==> config.mk <==
export PLATFORM = sky130hd
export DESIGN_NAME = nibble_parity_frame_checker_sat_counter
export DESIGN_NICKNAME = d
export VERILOG_FILES = /design/src/rtl/nibble_parity_frame_checker_sat_counter.sv
export SDC_FILE = /design/constraint.sdc
export NUM_CORES = 1
export LEC_CHECK = 0
export CORE_MARGIN = 1
export CORE_UTILIZATION = 24
export CTS_BUF_LIST = sky130_fd_sc_hd__clkbuf_16
export DETAILED_ROUTE_END_ITERATION = 16
export HOLD_SLACK_MARGIN = 0.12
export SLEW_MARGIN = 20
export SYNTH_ARGS = -nofsm -noshare
export SYNTH_HDL_FRONTEND = slang
export SYNTH_SLANG_ARGS = --single-unit
==> constraint.sdc <==
create_clock -name i_clk -period 1.6 [get_ports i_clk]
set_input_delay 0.24 -clock i_clk [delete_from_list [all_inputs] [get_ports i_clk]]
set_output_delay 0.24 -clock i_clk [all_outputs]
set_load 0.005 [all_outputs]
==> src/rtl/nibble_parity_frame_checker_sat_counter.sv <==
// Saturating up-counter with synchronous clear; sticks at all-ones.
module nibble_parity_frame_checker_sat_counter #(
  parameter int CNT_W = 8
) (
  input  logic             i_clk,
  input  logic             i_clr,
  input  logic             i_inc,
  output logic [CNT_W-1:0] o_cnt
);
  logic [CNT_W-1:0] r_cnt;

  // Count up on i_inc unless already saturated; clear has priority.
  always_ff @(posedge i_clk) begin
    if (i_clr)                     r_cnt <= '0;
    else if (i_inc && r_cnt != '1) r_cnt <= r_cnt + 1'b1;
  end

  assign o_cnt = r_cnt;
endmodule

=== Word level (Yosys, flattened, before mapping) ===
Cells that the tools add are included.

* $add $sub $neg: 1
* Equality and inequality tests: 1
* Reduce and logical (&&, ||, !) cells: 1

{| class="wikitable"
|+ Operators by type and width
! operator !! number
|-
| 8-bit by 1-bit adder with 8-bit output (second input constant) || 1
|-
| 8-bit != test (second input constant) || 1
|-
| 1-bit logical AND || 1
|}

* Register bits: 8
* Word-level logic and storage cells: 4

=== Depth between registers and ports, before layout ===
Gate-level depths: netlist of run 1.

* Depth after elaboration: 2
* Gate-level depth with buffers: 4

=== Worst setup path after synthesis of run 1 ===
OpenSTA, ideal clock, no wires.

* Path type: register to register
* Start point: register r_cnt[0], in the netlist o_cnt[0]
* End point: register r_cnt[0], in the netlist o_cnt[0]
* Library setup time: 121 ps
* Data arrival time: 1245 ps
* Slack: 234 ps
* Stages on the path, launching flop included: 5
* Buffers on the path: 0
* Period minus slack after synthesis: 1366 ps
* Cell sequence: dfxtp_1 -> ha_1 -> and3_4 -> a21boi_4 -> mux2_4

* Cells in the longest elaborated chain, start to end: 2
* Elaborated cells between the ends (all ways): 3
* Classes of those cells: add/sub (1); eq/ne (1); reduce/logical (1)

{| class="wikitable"
|+ Ends and longest elaborated chain
! what !! RTL line !! source
|-
| start, declared || 10 || <nowiki>logic [CNT_W-1:0] r_cnt;</nowiki>
|-
| start signal, assigned || 15 || <nowiki>else if (i_inc && r_cnt != '1) r_cnt <= r_cnt + 1'b1;</nowiki>
|-
| parallel branches: the longest is 2 deep, another holds 8-bit by 1-bit adder with 8-bit output || - ||
|}

Several ways; the timed one is not identified.
A chain may end at the register's enable or synchronous reset.

=== Worst setup path in the final report of run 1 ===
* Start point: register r_cnt[3], in the netlist o_cnt[3]
* End point: output port o_cnt[3]

{| class="wikitable"
|+ RTL lines
! what !! RTL line !! source
|-
| end, declared || 8 || <nowiki>output logic [CNT_W-1:0] o_cnt</nowiki>
|}

No word-level cell between the ends.

==> results of run 1 <==
final cells by class:
type	instances	share of cell area
Multi-Input combinational cell	36	0.395
Sequential cell	8	0.248
Timing Repair Buffer	13	0.190
Clock buffer	3	0.116
Tap cell	24	0.0464
Inverter	1	0.00580
placed cells by master (no fill, tap or decap), types with 2 or more instances in the layout:
cell type	instances
a211oi_1	2
a21oi_1	5
and4_1	2
buf_4	3
clkbuf_16	3
clkdlybuf4s50_1	10
dfxtp_1	8
nand2_1	5
nand3_1	2
nand4_1	2
nor3_1	2
o21bai_1	2
through the flow:
step | worst slack (ns) | hold WS [ns]
2_1_floorplan | 0.234 | 0.312
3_3_place_gp | 0.0921 | 0.509
3_5_place_dp | 0.0485 | 0.512
4_1_cts | 0.128 | 0.511
5_1_grt | 0.0710 | 0.535
6_report | 0.140 | 0.516
final timing paths:
check                           startpoint  depth (start not counted)  slack, ns        to
worst max-delay path              o_cnt[3]                          1       0.14  o_cnt[3]
worst min-delay path              o_cnt[5]                          1       0.52  o_cnt[5]
worst max register to register    o_cnt[1]                          4       0.18  o_cnt[0]
worst min register to register    o_cnt[5]                          1       0.52  o_cnt[5]
power by group through the flow:
stage,Combinational [mW],Clock [mW],Sequential (mW)
final,0.0463,0.425,0.211
after global routing,0.0517,0.452,0.211
after CTS,0.0464,0.436,0.211
after detailed placement,0.0461,0,0.213
after global placement,0.0463,0,0.214
after floorplan,0.0175,0,0.215
layer usage:
metal  GRT usage  routed length [um]  vias up
met5           0                   0        -
met4      0.0727                  16        0
met3      0.0776                  63        2
met2       0.132                 338       14
met1       0.164                 506      179
li1            -                   -      210
logic make-up (layout without fill, tap and decap cells):
family                   count (synthesis)  count (layout)  share of synthesized area
AO/OA/AOI/OAI                           15              15                      0.259
adder cells (fa/ha/maj)                  1               1                     0.0291
buffers and inverters                    2              17                     0.0349
flip-flops                               8               8                      0.372
multiplexers                             2               2                     0.0581
AND/OR/NAND/NOR                         18              18                      0.247
worst reg2reg max path, cell delays in order, from the launching register on:
cell and delay (ns):
dfxtp_1 0.34, ha_1 0.25, and3_4 0.22, a21boi_4 0.18
mux2_4 0.31
==> summary.md, run 1 <==
| Metric | Value |
|---|---|
| Mapped Cells | `46` |
| Post-CTS Resized | `0` |
| Critical path type | `flip-flop to primary output` |
| Fill cells | `around 160` |
| Post-synth EDFFs | `0` |
| Number of flip-flops in the largest register | `8` |
| Clk buf depth | `2` |
| CTS H-tree lvls | `1` |
| Area grow syn2layout | `50.3%` |
| Clk sinks | `8` |
| Crit path cell chain | `clkdlybuf4s50_1` |
| Largest area contributor in the netlist | `dfxtp_1` |
| DRC Markers | `0` |
| Hold_buf cts | `0` |
| Final std cells w/o fill | `85` |
| Worst Hold Class | `flip-flop to flip-flop` |
| Post-route antenna net violation count | `0` |
| Root Driver | `clkbuf_16` |
| Reg clk slew, reported paths | `around 0.040 ns` |
| Clk_skew | `0.00476 ns` |
| Rel. slew slack | `0.809` |
| Max IR drop VDD | `slightly below 0.9 mV` |
| Fin nets | `67` |
| Largest cells by area after synthesis | `dfxtp_1 (37%), a21oi_1 (5.8%), a21boi_4 (4.4%)` |
| Worst-margin pin slew | `approximately 0.29 ns` |
| Synth top cells by count | `dfxtp_1 (8), a21oi_1 (5), nand2_1 (5)` |
| Vias per cell | `about 4.8` |
| Wirelength, routed | `924 um` |
| Area of the multi-input gates | `255 um^2` |
| Core area | `0.00159 mm^2` |
| Ys async rst share | `0` |
| Worst-Skew Late Latency | `approximately 0.23 ns` |
| Vias in the first global route | `341` |
| Yosys cell types | `25` |
| Crit path DAT | `1.22 ns` |
| Worst-path cell with the longest stage delay | `clkdlybuf4s50_1` |
| Synthesized flop and latch total | `8` |
| Syn_nets | `50` |
| I/O Pins | `11` |
| Slew Limit Fails | `0` |
| Sequential cell area | `160 um^2` |
| Top FF cell, synth | `dfxtp_1` |
| DR vias | `405` |
| Psw | `0.125 mW` |
| Combinational Power Share | `0.068` |
| Min Tclk post-route | `1.46 ns` |
| Detailed-placement wirelength estimate | `667 um` |
| Drt initial violations | `2` |
| Total power | `0.682 mW` |
| Setup tns final | `0 ns` |
| Placed inst area | `572 um^2` |
| CTS tree | `done` |
| Final Setup Violations | `0` |
| Crit path max fanout | `8` |
| Final Hold Viols | `0` |
| Achievable Freq | `between 600 and 700 MHz` |
| Leak | `0.239 nW` |
| Mapped cell area | `430 um^2` |
| Family with the most delay on the worst path | `buffers and inverters` |
| Outcome | `complete, no violations` |
| Critical Path RT | `1.36 ns` |
| Synth top area share | `0.372` |
| Pwr dens | `~1100 mW/mm^2` |
| CP Capture Type | `primary output` |
| Largest net degree at the start of global routing | `9` |
| Syn avg cell area | `9.36 um^2` |
| Switching Fraction | `0.184` |
| # diodes | `0` |
| Drt first pass iters | `3` |
| Total grt overflow | `0` |
| Total CTS buffers | `3` |
| Fin area | `~650 um^2` |
| Total placed cells including tap cells | `82` |
| RD Place Congestion | `0.741` |
| Startpoint Class | `flip-flop` |
| Die Y-Extent | `44.4 um` |
| Cell Int Power | `about 0.56 mW` |
| Gr usage total | `0.120` |
| Postcts setup bufs | `0` |
| Fin util | `0.406` |
| RSZ-0062 raised after global routing | `no` |
| Most common cell in the synthesized netlist | `dfxtp_1` |
| Initial antenna violation count | `0` |
| Reg power frac | `0.309` |
| Share of cells above drive strength 1 | `0.180` |
| Worst path bufs/invs | `1` |
| Initial Util | `0.270` |
| Max Cap Viol | `0` |
| Die area | `0.00197 mm^2` |
| Yosys warning count | `0` |
| Seq/Total Area, Yosys | `0.372` |
| Clk pwr share | `0.623` |
| Number of cell rows | `14` |
| First-pass GRT wire length | `1.58 mm` |
| Worst stage delay on the critical path | `between 0.5 and 0.6 ns` |
| Number of port buffers | `10` |
| Final worst path period share | `0.913` |
| WL per Instance | `10.9 um` |
| Die Span X | `between 40 and 50 um` |
Power figures use the tool's default switching activity.
==> run 2: changes to the inputs <==
--- a/config.mk
+++ b/config.mk
@@ -5,6 +5,7 @@
 export SDC_FILE = /design/constraint.sdc
 export NUM_CORES = 1
 export LEC_CHECK = 0
+export CAP_MARGIN = 20
 export CORE_MARGIN = 1
 export CORE_UTILIZATION = 24
 export CTS_BUF_LIST = sky130_fd_sc_hd__clkbuf_16
==> results of run 2 <==
No change in the layout: final DEF, timing and power equal those of run 1.
==> run 3: changes to the inputs <==
--- a/config.mk
+++ b/config.mk
@@ -11,7 +11,6 @@
 export CTS_BUF_LIST = sky130_fd_sc_hd__clkbuf_16
 export DETAILED_ROUTE_END_ITERATION = 16
 export HOLD_SLACK_MARGIN = 0.12
-export SLEW_MARGIN = 20
 export SYNTH_ARGS = -nofsm -noshare
 export SYNTH_HDL_FRONTEND = slang
 export SYNTH_SLANG_ARGS = --single-unit
==> constraint.sdc (replaced) <==
create_clock -name i_clk -period 1.7 [get_ports i_clk]
set_input_delay 0.255 -clock i_clk [delete_from_list [all_inputs] [get_ports i_clk]]
set_output_delay 0.255 -clock i_clk [all_outputs]
set_load 0.005 [all_outputs]
==> summary.md, run 3 (synthesis gave the netlist of run 1 again) <==
| Metric | Value |
|---|---|
| Met3 WL | `76 um` |
| Max Cap Viol | `0` |
| WHS Endpoint | `o_cnt[1]` |
| Reg2reg setup slack | `0.23 ns` |
| Setup WS pre-CTS | `0.155 ns` |
| Fin nets | `64` |
| Most frequent cells in the layout | `clkdlybuf4s50_1 (10), dfxtp_1 (8), a21oi_1 (5), nand2_1 (5), clkbuf_16 (3)` |
| Worst setup margin | `0.219 ns` |
| Fin area | `624 um^2` |
| Reg clk slew, reported paths | `0.04 ns` |
| Final std cells w/o fill | `82` |
| Rel. slew slack | `0.807` |
| Worst-path cell with the longest stage delay | `clkdlybuf4s50_1` |
| Metal-1 WL | `498 um` |
| Initial antenna violation count | `0` |
| Die area | `0.00197 mm^2` |
| Cell depth of the worst setup path | `1` |
| Vias in the first global route | `342` |
| DR vias | `399` |
| Detailed-placement wirelength estimate | `just under 700 um` |
| Max IR drop VDD | `around 0.67 mV` |
| Die Span X | `44.4 um` |
| RR Endpoint | `o_cnt[0]` |
| Final worst path period share | `0.871` |
| Number of flip-flops in the largest register | `8` |
| Achievable Freq | `between 600 and 700 MHz` |
| Worst stage delay on the critical path | `0.55 ns` |
| Outcome | `complete, no violations` |
| Worst path bufs/invs | `1` |
| # diodes | `0` |
| Worst Hold Class | `flip-flop to flip-flop` |
| Number of cell rows | `14` |
| Wirelength, routed | `slightly below 1 mm` |
| Met2 WL | `396 um` |
| Hold depth | `2` |
| RSZ-0062 raised after global routing | `no` |
| Crit path DAT | `~1.2 ns` |
| Initial Util | `0.270` |
| Final Setup Violations | `0` |
| Placed inst area | `~550 um^2` |
| WL per Instance | `12.0 um` |
| Pwr dens | `1020 mW/mm^2` |
| Drt first pass iters | `4` |
| Worst reg2reg path depth | `4` |
| Min Tclk post-route | `1.48 ns` |
| Highest routed metal layer | `met4` |
| I/O Pins | `11` |
| Root Driver | `clkbuf_16` |
| Critical path type | `flip-flop to primary output` |
| CTS tree | `done` |
| Postcts setup bufs | `0` |
| Worst-Skew Late Latency | `0.23 ns` |
| Family with the most delay on the worst path | `buffers and inverters` |
| Leak | `0.224 nW` |
| R2r startpoint | `o_cnt[0]` |
| Crit path max fanout | `8` |
| CTS H-tree lvls | `1` |
| DRC Markers | `0` |
| Area grow syn2layout | `45.1%` |
| Die Y-Extent | `44.4 um` |
| Startpoint Class | `flip-flop` |
| Setup tns final | `0 ns` |
| Final Hold Viols | `0` |
| Post-route antenna net violation count | `0` |
| Critical Path RT | `approximately 1.4 ns` |
| Hold_sp | `o_cnt[1]` |
| Clk_skew | `a little over 0.0006 ns` |
| Vias per cell | `4.87` |
| Clk sinks | `8` |
| Largest net degree at the start of global routing | `9` |
| Total grt overflow | `0` |
| Commonest non-fill, non-tap cell in the layout | `clkdlybuf4s50_1` |
| Clk buf depth | `2` |
| RD Place Congestion | `0.758` |
| Crit path cell chain | `clkdlybuf4s50_1` |
| Worst-margin pin slew | `about 0.29 ns` |
| Core area | `around 0.0016 mm^2` |
| First-pass GRT wire length | `1.59 mm` |
| Slew Limit Fails | `0` |
| Share of cells above drive strength 1 | `0.138` |
| Post-CTS Resized | `0` |
| Total placed cells including tap cells | `79` |
| Gr usage total | `0.120` |
| Hold_buf cts | `0` |
| Total CTS buffers | `3` |
| CP Capture Type | `primary output` |
| Number of port buffers | `10` |
| Final hold slack | `0.511 ns` |
| Drt initial violations | `9` |
## run 3: cell count changes in the layout (fill, tap and decap cells not counted)
cell   change
buf_4      -3
## run 3: worst register-to-register path, delay by kind of cell, from the launching register on
| family | cells | cell delay, ns |
|---|---|---|
| compound gates | 1 | 0.18 |
| fa+ha+maj | 1 | 0.28 |
| flops | 1 | 0.36 |
| mux | 1 | 0.31 |
| simple gates | 1 | 0.22 |
## run 3: area by class of cell
class	count	area [um^2]
Fill cell	168	970
Multi-Input combinational cell	36	255
Sequential cell	8	160
Timing Repair Buffer	10	100
Clock buffer	3	75.1
Tap cell	24	30.0
Inverter	1	3.75
## run 3: per-layer routing
metal | global-route usage | vias to the layer above
li1 | - | 205
met1 | 0.154 | 180
met5 | 0 | -
met3 | 0.0735 | 2
met4 | 0.0545 | 0
met2 | 0.156 | 12
## run 3: per-stage QoR
| step | util | total power, mW |
|---|---|---|
| 2_1_floorplan | - | 0.219 |
| 3_3_place_gp | 0.345 | 0.240 |
| 3_5_place_dp | 0.345 | 0.241 |
| 4_1_cts | 0.392 | 0.645 |
| 5_1_grt | 0.392 | 0.662 |
| 6_report | 0.392 | 0.640 |
## run 3: worst max path at each step
| stage | startpoint | endpoint | slack, ns |
|---|---|---|---|
| CTS | o_cnt[3] | o_cnt[3] | 0.22 |
| floorplan | o_cnt[0] | o_cnt[0] | 0.33 |
| global placement | i_clr | o_cnt[0] | 0.18 |
| finish | o_cnt[3] | o_cnt[3] | 0.22 |
| detailed placement | i_inc | o_cnt[3] | 0.16 |
| global route | o_cnt[3] | o_cnt[3] | 0.19 |
## run 3: power by group
group / leakage [nW] / switching [mW] / internal (mW)
Clock: 0.0370 / 0.0983 / 0.304
Sequential: 0.0648 / 0.00745 / 0.194
Combinational: 0.122 / 0.0143 / 0.0223
Total: 0.224 / 0.120 / 0.520
